==> src/rtl/datapath_pkg.sv <==
// -----------------------------------------------------------------------------
// datapath_pkg
//   Front-end datapath definitions.
//   fetch_state_t   : fetch FSM states.
//   PC_STEP_DEFAULT : default sequential PC increment in bytes.
// -----------------------------------------------------------------------------
package datapath_pkg;

    typedef enum logic [1:0] {
        FETCH  = 2'd0,  // request outstanding at pc_reg
        HOLD   = 2'd1,  // instruction held for the consumer
        DRAIN  = 2'd2,  // waiting out a request whose data will be dropped
        HALTED = 2'd3   // stopped until reset
    } fetch_state_t;

    localparam int unsigned PC_STEP_DEFAULT = 4;

endpackage : datapath_pkg

==> src/rtl/types_pkg.sv <==
// -----------------------------------------------------------------------------
// types_pkg
//   Basic machine-word types shared across the core.
//   word_t : 32-bit architectural word (addresses, instructions).
// -----------------------------------------------------------------------------
package types_pkg;

    typedef logic [31:0] word_t;

endpackage : types_pkg

==> src/rtl/fetch_pc_unit.sv <==
// -----------------------------------------------------------------------------
// fetch_pc_unit
//   Program counter and single-outstanding-request instruction fetch.
//   Issues a read at pc_reg, registers the returned word for the decoder,
//   handles branch redirects (including while a request is in flight) and a
//   sticky halt.
//
// Ports
//   CLK, nRST              clock, asynchronous active-low reset
//   branch_outcome         taken-branch redirect strobe
//   updated_pc             redirect target (valid with branch_outcome)
//   stall                  consumer not ready; held instruction kept
//   halt                   stop fetching (wins over a redirect)
//   imem_ren, imem_addr    instruction memory request
//   imem_ready, imem_rdata memory completion and data
//   current_pc, instr_out  PC and word of the held instruction
//   instr_valid            held instruction valid
//   halted                 block is in HALTED
// -----------------------------------------------------------------------------
module fetch_pc_unit
    import types_pkg::*;
    import datapath_pkg::*;
#(
    parameter logic [31:0] RESET_PC = 32'h0000_0000,
    parameter int unsigned PC_STEP  = PC_STEP_DEFAULT
) (
    input  logic        CLK,
    input  logic        nRST,
    input  logic        branch_outcome,
    input  logic [31:0] updated_pc,
    input  logic        stall,
    input  logic        halt,
    output logic        imem_ren,
    output logic [31:0] imem_addr,
    input  logic        imem_ready,
    input  logic [31:0] imem_rdata,
    output logic [31:0] current_pc,
    output logic [31:0] instr_out,
    output logic        instr_valid,
    output logic        halted
);

    fetch_state_t state;
    word_t        pc_reg;
    word_t        target;     // redirect target saved while draining
    logic         halt_pend;  // halt seen while a request or hold was pending

    // pc_reg only moves on completion or redirect, so the address stays
    // stable for the whole life of a request (including DRAIN).
    assign imem_ren  = (state == FETCH) || (state == DRAIN);
    assign imem_addr = pc_reg;
    assign halted    = (state == HALTED);

    // NOTE: all state uses non-blocking assignments so every branch of the
    // case below sees the pre-edge values, regardless of statement order.
    always_ff @(posedge CLK or negedge nRST) begin
        if (!nRST) begin
            state       <= FETCH;
            pc_reg      <= RESET_PC;
            target      <= '0;
            instr_out   <= '0;
            current_pc  <= '0;
            instr_valid <= 1'b0;
            halt_pend   <= 1'b0;
        end else begin
            case (state)
                FETCH: begin
                    if (halt) begin
                        // Halt outranks any redirect; the in-flight request
                        // must still complete before stopping.
                        instr_valid <= 1'b0;
                        if (imem_ready) begin
                            state <= HALTED;
                        end else begin
                            halt_pend <= 1'b1;
                            state     <= DRAIN;
                        end
                    end else if (imem_ready) begin
                        if (branch_outcome) begin
                            pc_reg      <= updated_pc;
                            instr_valid <= 1'b0;
                        end else begin
                            instr_out   <= imem_rdata;
                            current_pc  <= pc_reg;
                            instr_valid <= 1'b1;
                            pc_reg      <= pc_reg + word_t'(PC_STEP);
                            state       <= HOLD;
                        end
                    end else if (branch_outcome) begin
                        target      <= updated_pc;
                        instr_valid <= 1'b0;
                        state       <= DRAIN;
                    end
                end

                HOLD: begin
                    if (halt || halt_pend) begin
                        if (!stall) begin
                            instr_valid <= 1'b0;
                            state       <= HALTED;
                        end else begin
                            halt_pend <= 1'b1;
                        end
                    end else if (branch_outcome) begin
                        pc_reg      <= updated_pc;
                        instr_valid <= 1'b0;
                        state       <= FETCH;
                    end else if (!stall) begin
                        instr_valid <= 1'b0;
                        state       <= FETCH;
                    end
                end

                DRAIN: begin
                    if (imem_ready) begin
                        if (halt || halt_pend) begin
                            state <= HALTED;
                        end else begin
                            // A redirect arriving with the completion is the
                            // latest one and takes precedence.
                            pc_reg <= branch_outcome ? updated_pc : target;
                            state  <= FETCH;
                        end
                    end else if (halt) begin
                        halt_pend <= 1'b1;
                    end else if (branch_outcome) begin
                        target <= updated_pc;
                    end
                end

                HALTED: begin
                    state <= HALTED;
                end

                default: begin
                    state <= FETCH;
                end
            endcase
        end
    end

endmodule : fetch_pc_unit

==> config.mk <==
export PLATFORM = sky130hd
export DESIGN_NAME = fetch_pc_unit
export DESIGN_NICKNAME = d
export VERILOG_FILES = /design/src/rtl/datapath_pkg.sv /design/src/rtl/types_pkg.sv /design/src/rtl/fetch_pc_unit.sv
export SDC_FILE = /design/constraint.sdc
export NUM_CORES = 1
export LEC_CHECK = 0
export CAP_MARGIN = 15
export CORE_MARGIN = 1.5
export CORE_UTILIZATION = 28
export CTS_BUF_LIST = sky130_fd_sc_hd__clkbuf_2
export DETAILED_ROUTE_END_ITERATION = 7
export PLACE_DENSITY_LB_ADDON = 0.08
export SYNTH_ARGS = -nofsm -noshare
export SYNTH_HDL_FRONTEND = slang
export SYNTH_SLANG_ARGS = --single-unit
==> constraint.sdc <==
create_clock -name CLK -period 2.8 [get_ports CLK]
set_input_delay 0.7 -clock CLK [delete_from_list [all_inputs] [get_ports CLK]]
set_output_delay 0.7 -clock CLK [all_outputs]
set_load 0.01 [all_outputs]
==> impl_metrics.json <==
{
  "pwr-share-comb_pct": 54.8,
  "synth.largest_area_cell": "dfrtp_1",
  "syn_area_per_cell_um2": 10.9,
  "rows": 56,
  "ff2ff_setup_slack_ns": 0.54,
  "place_congestion": 0.795,
  "design_area_um2": 9180,
  "internal_power_w": 0.00611,
  "synth_commonest_cells": "132 x dfrtp_1, 99 x mux2_2, 57 x a21oi_1, 43 x nand2_1",
  "irDropWorstVdd_mv": 0.451,
  "required_ns": 2.10,
  "die_area_um2": 24800,
  "critPathMaxStageDelay_ns": 0.61,
  "grtUsageTotal_pct": 17.0,
  "met2_usage_pct": 28.4,
  "synth_cells": 611,
  "hold_slack_ns": 0.498,
  "netSwitchingFraction_pct": 40.1,
  "via_per_inst": 5.04,
  "cts_made_buffers": 17,
  "hold_viol": 0,
  "core_area_um2": 23500,
  "synth_edf_count": 0,
  "grtUsageMet3_pct": 4.93,
  "finalSetupViolCount": 0,
  "grt_max_degree": 66,
  "yosys.area_share.simple_pct": 9.92,
  "dr_total_vias": 5683,
  "switching_power_w": 0.00409,
  "clk_latency_ns": 0.70,
  "drt_iter0_drc": 235,
  "die_y_um": 158,
  "finalMaxSlewViolations": 0,
  "worstPathMaxFanout": 9,
  "maxSlewHeadroom_pct": 55.9,
  "leakagePower_nw": 3.80,
  "ant_nets": 0,
  "drc_errors": 0,
  "synth_compound_area_share_pct": 17.5,
  "synthMuxAreaShare_pct": 17.8,
  "grt_pass1_wl_um": 32200,
  "seqPwrFrac_pct": 34.0,
  "busiest_layer": "met2",
  "wire_per_inst_um": 17.8,
  "cp.arrival_ns": 1.92,
  "antenna_found_initial": 3,
  "cts-root-buf": "clkbuf_2",
  "synth_ff_type": "dfrtp_1",
  "grt_use_met1_pct": 20.7,
  "synth_top_family_by_area": "multiplexers",
  "clock_power_share_pct": 11.3,
  "startpoint_type": "register",
  "final_nets": 869,
  "skew_ns": 0.0327,
  "r2r_start": "state[0]",
  "grt_setup_unrepaired": "no",
  "period_minus_slack_ns": 2.62,
  "path_depth": 1,
  "rr_worst_depth": 8,
  "setup_tns_ns": 0,
  "worst_slew_pin_slew_ns": 0.657,
  "hold_class": "input port to asynchronous set/reset pin",
  "cts_tree": "yes",
  "ys_types": 58,
  "io_buffers": 168,
  "synth_fp_nets": 687,
  "synthAdderAreaFrac_pct": 1.12,
  "area_delta_synth_final_pct": 37.3,
  "outcome": "finished clean",
  "die_x_um": 158,
  "path_cells": "clkdlybuf4s50_1",
  "syn_area_um2": 6680,
  "synth_xor_area_share_pct": 0.524,
  "firstDrtPassIters": 5,
  "post-route-period-util_pct": 93.5,
  "grt_pass1_vias": 5977,
  "yosysMostFrequentCell": "dfrtp_1",
  "path_class": "register to output port",
  "cp_slowest_cell": "dfrtp_1",
  "fmax_ghz": 0.382,
  "overflow": 0,
  "drive_above_1_share_pct": 23.0,
  "rr_endpoint": "imem_addr[25]",
  "async_flop_share_pct": 100,
  "cts.sink_count": 132,
  "end_kind": "output port",
  "ys_seq_area_share_pct": 49.4,
  "maxCapViolations": 0,
  "clk_pin_slew_ns": 0.20,
  "ys_top_cells_by_area": "dfrtp_1 49%, mux2_2 17%, a21oi_1 4.3%, a22o_1 2.5%, nand2_1 2.4%",
  "critPathBufInv": 1,
  "cp_top_family": "flip-flops",
  "hpwlAfterDp_um": 13900,
  "start_util_pct": 28.5,
  "ys.warnings.count": 0,
  "cts_buffer_depth": 2,
  "cellPowerDensity_nw_per_um2": 1110,
  "synth_seq_cells": 132,
  "synth_top_cell_area_share_pct": 49.4,
  "totalWireLength_um": 20000,
  "placedInstanceArea_um2": 8910,
  "htreeDepth": 4,
  "ios": 169
}
[routing by layer]
| metal | routed length, um | part of all wire (%) | up-vias |
|---|---|---|---|
| met5 | 0 | 0 | - |
| met4 | 381 | 1.9 | 0 |
| met3 | 1340 | 6.7 | 34 |
| met2 | 9510 | 47 | 199 |
| met1 | 8800 | 44 | 2821 |
| li1 | - | - | 2629 |
[flip-flops by register name (all words and copies together) (netlist names)]
| name | count |
|---|---|
| current_pc | 32 |
| halt_pend | 1 |
| imem_addr | 32 |
| instr_out | 32 |
| instr_valid | 1 |
| state | 2 |
| target | 32 |
[cells in the final DEF (no fill, tap or decap), types with 4 or more instances in the layout]
cell and count:
clkdlybuf4s50_1 164, dfrtp_1 132, mux2_2 99, a21oi_1 57
nand2_1 43, buf_4 33, nor2_1 20, a22o_1 19
clkbuf_2 19, o21ai_1 18, inv_1 17, o21ai_0 17
nand3_1 15, a22oi_1 11, nor3_1 10, a31oi_1 9
o22a_1 8, o22ai_1 6, a311oi_1 5, buf_12 5
and2_1 4, and3_1 4, nand4_1 4, a21o_1 4
mux2i_1 4, clkinvlp_4 4
[cell families after synthesis]
logic type | Yosys count
AOI/OAI and AO/OA | 179
buffers and inverters | 61
DFF | 132
xor gates and xnor gates | 4
muxes | 106
adders and majority gates | 6
and+or+nand+nor | 123
[power by group through the flow]
stage                     Clock, W  Combinational (W)  Sequential (W)
after floorplan                  0            0.00273         0.00368
after global placement           0            0.00548         0.00349
after detailed placement         0            0.00557         0.00353
after CTS                  0.00123            0.00564         0.00348
after global routing       0.00132            0.00609         0.00360
final                      0.00115            0.00558         0.00346
[layout make-up]
| type | count | area, um^2 |
|---|---|---|
| fillers | 2299 | 14300 |
| flip-flops and latches | 132 | 3300 |
| multi-input cells | 418 | 3140 |
| repair buffers | 207 | 2030 |
| well taps | 319 | 399 |
| clock inverters | 14 | 138 |
| clock buffers | 18 | 90.1 |
| inverters | 17 | 63.8 |
| diodes | 3 | 7.51 |
[metrics by stage]
| stage | power [W] | setup WS [ns] | utilization (%) | instances |
|---|---|---|---|---|
| CTS | 0.0103 | 0.0103 | 39.1 | 1125 |
| floorplan | 0.00641 | 0.619 | - | 611 |
| finish | 0.0102 | 0.181 | 39.1 | 1128 |
| global route | 0.0110 | 0.0153 | 39.1 | 1126 |
| global placement | 0.00897 | 0.0765 | 38.0 | 1090 |
| detailed placement | 0.00910 | 0.0225 | 38.0 | 1090 |
[timing repair]
item / 4_1_cts / 5_1_grt
setup buffers: 2 / 0
pin swaps: 0 / 0
gates resized for setup: 5 / 2
endpoints found under the hold margin: 46 / 0
hold buffers: 1 / 0
setup endpoints to repair: 2 / 2
[worst max-delay path by stage]
stage,from,to,slack [ns]
2_1_floorplan,state[0],target[0],0.62
3_3_place_gp,halt,imem_addr[1],0.08
3_5_place_dp,halt,imem_addr[25],0.02
4_1_cts,state[0],halted,0.01
5_1_grt,imem_addr[20],imem_addr[20],0.02
6_report,imem_addr[20],imem_addr[20],0.18
(Power assumes the default switching activity.)
